**config.mk**
```make
export PLATFORM = sky130hd
export DESIGN_NAME = chip_nco
export DESIGN_NICKNAME = d
export VERILOG_FILES = /design/src/rtl/glo_nco_pkg.sv /design/src/rtl/nco_phase_acc.sv /design/src/rtl/chip_nco.sv
export SDC_FILE = /design/constraint.sdc
export NUM_CORES = 1
export LEC_CHECK = 0
export ABC_AREA = 1
export BUFFER_PORTS_ARGS = -buffer_cell sky130_fd_sc_hd__buf_4
export CELL_PAD_IN_SITES_DETAIL_PLACEMENT = 2
export CELL_PAD_IN_SITES_GLOBAL_PLACEMENT = 2
export CORE_MARGIN = 2
export CORE_UTILIZATION = 35
export CTS_CLUSTER_SIZE = 16
export DETAILED_ROUTE_END_ITERATION = 8
export GPL_TIMING_DRIVEN = 0
export PLACE_DENSITY_LB_ADDON = 0.1
export REMOVE_ABC_BUFFERS = 1
export SLEW_MARGIN = 20
export SYNTH_ARGS = -nofsm -noshare
export SYNTH_HDL_FRONTEND = slang
export SYNTH_SLANG_ARGS = --single-unit
```
**constraint.sdc**
```tcl
create_clock -name clk -period 3.81 [get_ports clk]
set_input_delay 0.1905 -clock clk [delete_from_list [all_inputs] [get_ports clk]]
set_output_delay 0.1905 -clock clk [all_outputs]
set_load 0.02 [all_outputs]
```
**src/rtl/glo_nco_pkg.sv**
```systemverilog
// Shared constants for the chip-rate NCO family (GNSS-style 511-chip codes).
// Latency: n/a (package only).
// Backpressure: n/a (package only).
//
// Contents:
//   GLO_ACC_W            phase-accumulator width
//   GLO_FCW_511K_5M      FCW giving 0.511 MHz chips from a 5 MHz clock
//   GLO_CHIPS_PER_EPOCH  chips per code epoch
//   GLO_CNT_W            chip-counter width able to hold GLO_CHIPS_PER_EPOCH-1
//   nco_min_cnt_w()      smallest counter width for a given epoch length
package glo_nco_pkg;

    localparam int          GLO_ACC_W           = 32;
    // round(0.511e6 / 5e6 * 2^32)
    localparam int unsigned GLO_FCW_511K_5M     = 32'd438945658;
    localparam int          GLO_CHIPS_PER_EPOCH = 511;
    localparam int          GLO_CNT_W           = 9;

    // Width needed to count 0 .. chips-1.
    function automatic int nco_min_cnt_w(input int chips);
        return $clog2(chips);
    endfunction

endpackage

```
**src/rtl/nco_phase_acc.sv**
```systemverilog
// Phase accumulator with carry/MSB registers and glitch-free FCW staging.
// Latency: carry_o and msb_o are registered, one cycle after the accumulate.
// Backpressure: none; en_i freezes phase, sync_clr_i restarts it.
//
// Ports:
//   clk_i, rst_i     clock, asynchronous active-high reset
//   en_i             accumulate enable
//   sync_clr_i       synchronous phase clear (also applies any pending FCW)
//   fcw_i/fcw_load_i new frequency control word and its one-cycle load strobe
//   fcw_busy_o       a loaded FCW is waiting for the next carry
//   msb_o            registered accumulator MSB (chip-rate square wave)
//   carry_o          registered carry (one-cycle chip strobe)
//   carry_now_o      combinational carry of the accumulate happening this cycle
module nco_phase_acc
    import glo_nco_pkg::*;
#(
    parameter int               ACC_W     = GLO_ACC_W,
    parameter logic [ACC_W-1:0] FCW_RESET = ACC_W'(GLO_FCW_511K_5M)
) (
    input  logic             clk_i,
    input  logic             rst_i,
    input  logic             en_i,
    input  logic             sync_clr_i,
    input  logic [ACC_W-1:0] fcw_i,
    input  logic             fcw_load_i,
    output logic             fcw_busy_o,
    output logic             msb_o,
    output logic             carry_o,
    output logic             carry_now_o
);

    logic [ACC_W-1:0] acc_q,         acc_d;
    logic [ACC_W-1:0] fcw_active_q,  fcw_active_d;
    logic [ACC_W-1:0] fcw_pending_q, fcw_pending_d;
    logic             busy_q,        busy_d;
    logic             msb_q,         msb_d;
    logic             carry_q,       carry_d;

    // One extra bit so the overflow of the add is the chip event.
    logic [ACC_W:0]   sum;

    assign sum = {1'b0, acc_q} + {1'b0, fcw_active_q};

    always_comb begin
        acc_d         = acc_q;
        msb_d         = msb_q;
        carry_d       = 1'b0;
        fcw_active_d  = fcw_active_q;
        fcw_pending_d = fcw_pending_q;
        busy_d        = busy_q;

        if (sync_clr_i) begin
            // Phase restarts at zero, so there is no chip boundary to protect:
            // the newest word (a simultaneous load wins) goes live at once.
            acc_d         = '0;
            msb_d         = 1'b0;
            fcw_active_d  = fcw_load_i ? fcw_i : fcw_pending_q;
            fcw_pending_d = fcw_active_d;
            busy_d        = 1'b0;
        end else begin
            if (en_i) begin
                acc_d   = sum[ACC_W-1:0];
                msb_d   = sum[ACC_W-1];
                carry_d = sum[ACC_W];
            end
            // Swap words only on a chip boundary so no chip is stretched or
            // split. The overflowing add itself used the old word above.
            if (carry_d && busy_q) begin
                fcw_active_d = fcw_pending_q;
                busy_d       = 1'b0;
            end
            // A load arriving with the applying carry stays pending for the
            // next boundary rather than being swallowed.
            if (fcw_load_i) begin
                fcw_pending_d = fcw_i;
                busy_d        = 1'b1;
            end
        end
    end

    always_ff @(posedge clk_i or posedge rst_i) begin
        if (rst_i) begin
            acc_q         <= '0;
            fcw_active_q  <= FCW_RESET;
            fcw_pending_q <= FCW_RESET;
            busy_q        <= 1'b0;
            msb_q         <= 1'b0;
            carry_q       <= 1'b0;
        end else begin
            acc_q         <= acc_d;
            fcw_active_q  <= fcw_active_d;
            fcw_pending_q <= fcw_pending_d;
            busy_q        <= busy_d;
            msb_q         <= msb_d;
            carry_q       <= carry_d;
        end
    end

    assign fcw_busy_o  = busy_q;
    assign msb_o       = msb_q;
    assign carry_o     = carry_q;
    assign carry_now_o = carry_d;

endmodule

```
**src/rtl/chip_nco.sv**
```systemverilog
// Chip-rate NCO: phase accumulator plus chip-in-epoch counter and strobes.
// Latency: chip_stb/chip_cnt/epoch_stb/clk_out all appear one cycle after the accumulate.
// Backpressure: none; en holds all state, sync_clr restarts phase and epoch.
//
// Ports:
//   clk, rst           clock, asynchronous active-high reset
//   en                 accumulate enable
//   sync_clr           synchronous phase/epoch clear
//   fcw_in, fcw_load   new frequency control word and its load strobe
//   fcw_busy           loaded word not yet applied
//   clk_out            chip-rate square wave
//   chip_stb           one-cycle pulse per chip
//   chip_cnt           chip index within epoch
//   epoch_stb          one-cycle pulse when chip_cnt wraps to 0
module chip_nco
    import glo_nco_pkg::*;
#(
    parameter int               ACC_W           = GLO_ACC_W,
    parameter logic [ACC_W-1:0] FCW_RESET       = ACC_W'(GLO_FCW_511K_5M),
    parameter int               CHIPS_PER_EPOCH = GLO_CHIPS_PER_EPOCH,
    parameter int               CNT_W           = GLO_CNT_W
) (
    input  logic             clk,
    input  logic             rst,
    input  logic             en,
    input  logic             sync_clr,
    input  logic [ACC_W-1:0] fcw_in,
    input  logic             fcw_load,
    output logic             fcw_busy,
    output logic             clk_out,
    output logic             chip_stb,
    output logic [CNT_W-1:0] chip_cnt,
    output logic             epoch_stb
);

    if (CHIPS_PER_EPOCH < 2 || CHIPS_PER_EPOCH > 65535 ||
        CNT_W < nco_min_cnt_w(CHIPS_PER_EPOCH)) begin : g_param_err
        $error("chip_nco: CHIPS_PER_EPOCH out of range or CNT_W too narrow");
    end

    localparam logic [CNT_W-1:0] LAST_CHIP = CNT_W'(CHIPS_PER_EPOCH - 1);

    logic             carry_now;
    logic [CNT_W-1:0] cnt_q, cnt_d;
    logic             epoch_q, epoch_d;

    nco_phase_acc #(
        .ACC_W     (ACC_W),
        .FCW_RESET (FCW_RESET)
    ) u_acc (
        .clk_i       (clk),
        .rst_i       (rst),
        .en_i        (en),
        .sync_clr_i  (sync_clr),
        .fcw_i       (fcw_in),
        .fcw_load_i  (fcw_load),
        .fcw_busy_o  (fcw_busy),
        .msb_o       (clk_out),
        .carry_o     (chip_stb),
        .carry_now_o (carry_now)
    );

    // The counter advances on the same edge that registers the carry, so
    // chip_cnt changes in exactly the cycle chip_stb is high.
    always_comb begin
        cnt_d   = cnt_q;
        epoch_d = 1'b0;
        if (sync_clr) begin
            cnt_d = '0;
        end else if (carry_now) begin
            if (cnt_q == LAST_CHIP) begin
                cnt_d   = '0;
                epoch_d = 1'b1;
            end else begin
                cnt_d = cnt_q + CNT_W'(1);
            end
        end
    end

    always_ff @(posedge clk or posedge rst) begin
        if (rst) begin
            cnt_q   <= '0;
            epoch_q <= 1'b0;
        end else begin
            cnt_q   <= cnt_d;
            epoch_q <= epoch_d;
        end
    end

    assign chip_cnt  = cnt_q;
    assign epoch_stb = epoch_q;

endmodule

```
==> impl_metrics.ini <==
[status]
status = finished, final reports clean

[logic_synthesis]
synth-seq-cells = 108
yosysWarnings = 0
syn_area_um2 = 6830
yosysSeqAreaShare_pct = 40.2
avgSynthCellArea_um2 = 6.97
yosysUniqueCellTypes = 31
synth_cells = 980

[route]
drc = 0
via_per_inst = 5.04
dr_total_vias = 6464
wl_per_cell_um = 17.2
routed_wirelength_um = 22000
first_iter_violations = 174
ant_nets = 0
dr.pass1.iters = 4

[setup_path]
crit_type = register to register
worstPathArrival_ps = 3200
cp_max_fo = 33
start_kind = register
crit_path_end_kind = register
worstPathRequired_ps = 4060

[layout]
most-common-layout-cells = nand2_1 (369), inv_1 (125), o21ai_0 (95)
syn2layout_area_growth_pct = 14.2
nNetsFinal = 1085
layout_commonest_cell = nand2_1
n_fill_cell = 2356
layout-drive-gt1-share_pct = 11.1
antenna_cells = 0

[sta]
relSlewSlack_pct = 29.2
hold_violations = 0
max_freq_ghz = 0.338
drv_slew = 0
fin_skew_ps = 10.9
hold-worst-slack_ps = 72.5
finalCritPeriodShare_pct = 77.6
period_needed_ps = 2960
worst_pin_slew_ps = 1060
setup_viol = 0
rsz0062_at_grt = false

[clocking]
ctsRootBufferMaster = clkbuf_16
cts-buffers-inserted = 9
h-tree-depth = 3
cts_buffer_depth = 2
cts_tree = done
clk_pin_slew_ps = 80
cts.sinks = 108
cts_resized = 0
clock_latency_ps = 370

[global_routing]
gr-usage-all-layers_pct = 22.9
gr-total-overflow = 0
antenna_found_initial = 0
grt_start_max_net_pins = 70
grt_pass1_wl_um = 36900
grt_pass1_vias = 7011

[pwr]
p_total_mw = 4.31
ir_worst_vdd_mv = 0.235
pwr-share-clk_pct = 25.2
power.density_nw_per_um2 = 552
seqPwrFrac_pct = 35.9
pwr-share-comb_pct = 38.8
switchingPower_mw = 1.74
leakagePower_nw = 4.15
swShare_pct = 40.4
intPower_mw = 2.57

[die]
rows = 51
core-area_um2 = 19300
die_h_um = 144
fp.dieArea_um2 = 20600
io-pin-count = 50
die_w_um = 144
initial_utilization_pct = 35.3

[placement]
place_congestion = 0.771
portBuffers = 49
dp_hpwl_um = 16000

[hold_path]
hp-class = primary input to register

[flow_run]
max-cap-violations = 0
[metal layers]
metal,GRT usage (%),vias up,wire length [um]
met5,0,-,0
met1,31.9,3254,10900
li1,-,3147,-
met4,3.97,0,187
met3,3.03,12,386
met2,38.5,51,10600
[logic make-up after synthesis]
family | after synthesis | synth area share (%)
simple gates | 522 | 31.2
buf+inv | 158 | 9.07
fa+ha+maj | 35 | 6.52
compound gates | 141 | 11.0
xor+xnor | 16 | 2.05
flops | 108 | 40.2
[cells in the mapped netlist]
master,instances,area (um^2)
a211o_1,1,8.76
a21o_1,3,22.5
a21oi_1,32,160
a21oi_2,2,17.5
a22o_1,2,17.5
a32o_1,1,10.0
buf_1,4,15.0
buf_2,3,15.0
buf_6,3,33.8
clkbuf_1,20,75.1
dfrtp_1,76,1900
dfstp_2,32,841
fa_1,1,20.0
ha_1,34,425
inv_1,126,473
inv_2,2,7.51
nand2_1,369,1390
nand2_2,3,18.8
nand2_4,2,22.5
nand3_1,77,385
nand3_4,1,17.5
nand3b_1,5,37.5
nand4_1,2,12.5
nor2_1,52,195
nor2_2,1,6.26
nor3_1,8,40.0
o21ai_0,95,475
o21bai_1,5,37.5
or2_2,2,12.5
xnor2_1,13,114
xor2_1,3,26.3
[flip-flops by register name (all words and copies together) (netlist names)]
name,flops
u_acc.fcw_pending_q,32
u_acc.fcw_active_q,32
u_acc.fcw_busy_o,1
chip_cnt,9
epoch_stb,1
u_acc.acc_q,31
u_acc.msb_o,1
u_acc.carry_o,1
[power by group through the flow]
| stage | combinational, mW | clock (mW) | sequential (mW) |
|---|---|---|---|
| after floorplan | 1.17 | 0 | 1.51 |
| after global placement | 1.58 | 0 | 1.55 |
| after detailed placement | 1.65 | 0 | 1.56 |
| after CTS | 1.69 | 1.12 | 1.55 |
| after global routing | 1.92 | 1.15 | 1.58 |
| final | 1.67 | 1.09 | 1.55 |
[worst paths after layout]
| kind | start | endpoint | slack (ps) | cells past startpoint |
|---|---|---|---|---|
| worst min-delay path | fcw_in[22] | u_acc.fcw_pending_q[22] | 70 | 3 |
| min in group asynchronous | rst | u_acc.fcw_active_q[7] | 450 | 3 |
| worst max-delay path | u_acc.fcw_active_q[0] | u_acc.fcw_active_q[31] | 850 | 14 |
| worst min register to register | u_acc.acc_q[4] | u_acc.acc_q[4] | 490 | 2 |
| worst max register to register | u_acc.fcw_active_q[0] | u_acc.fcw_active_q[31] | 850 | 14 |
| max in group asynchronous | rst | u_acc.fcw_pending_q[28] | 2630 | 4 |
[stage by stage]
| step | cell area [um^2] | cells | TNS, ps | util, % | setup slack (ps) |
|---|---|---|---|---|---|
| 4_1_cts | 7800 | 1283 | 0 | 40.4 | 821 |
| 3_5_place_dp | 7460 | 1266 | 0 | 38.6 | 682 |
| 2_1_floorplan | 6690 | 950 | 0 | - | 827 |
| 5_1_grt | 7800 | 1283 | 0 | 40.4 | 575 |
| 3_3_place_gp | 7390 | 1264 | -90860 | 38.2 | -963 |
| 6_report | 7800 | 1283 | 0 | 40.4 | 852 |
[worst max-delay path: stages, from the launching register on]
cell and delay, ps:
dfrtp_1 410, ha_1 240, fa_1 420, nand2_1 130
nand2_1 70, nand3b_1 80, nand2_1 110, nand2_1 100
nand2_2 100, nand2_2 100, nand2_4 70, nand3_4 310
nand2_4 350, nand2_1 220, nand2_1 90
[cell type report]
| class | count | area [um^2] | share of cell area (%) |
|---|---|---|---|
| Clock buffer | 10 | 229 | 2.93 |
| Clock inverter | 6 | 105 | 1.35 |
| Inverter | 128 | 485 | 6.22 |
| Multi-Input combinational cell | 714 | 3480 | 44.5 |
| Sequential cell | 108 | 2740 | 35.2 |
| Tap cell | 265 | 332 | 4.25 |
| Timing Repair Buffer | 52 | 433 | 5.55 |
[what timing repair did]
action	CTS	global route
hold buffers	1	0
hold endpoints to repair	31	0
setup buffers	0	0
setup endpoints to repair	0	0
Note: power is estimated with default switching activity, not from simulation.
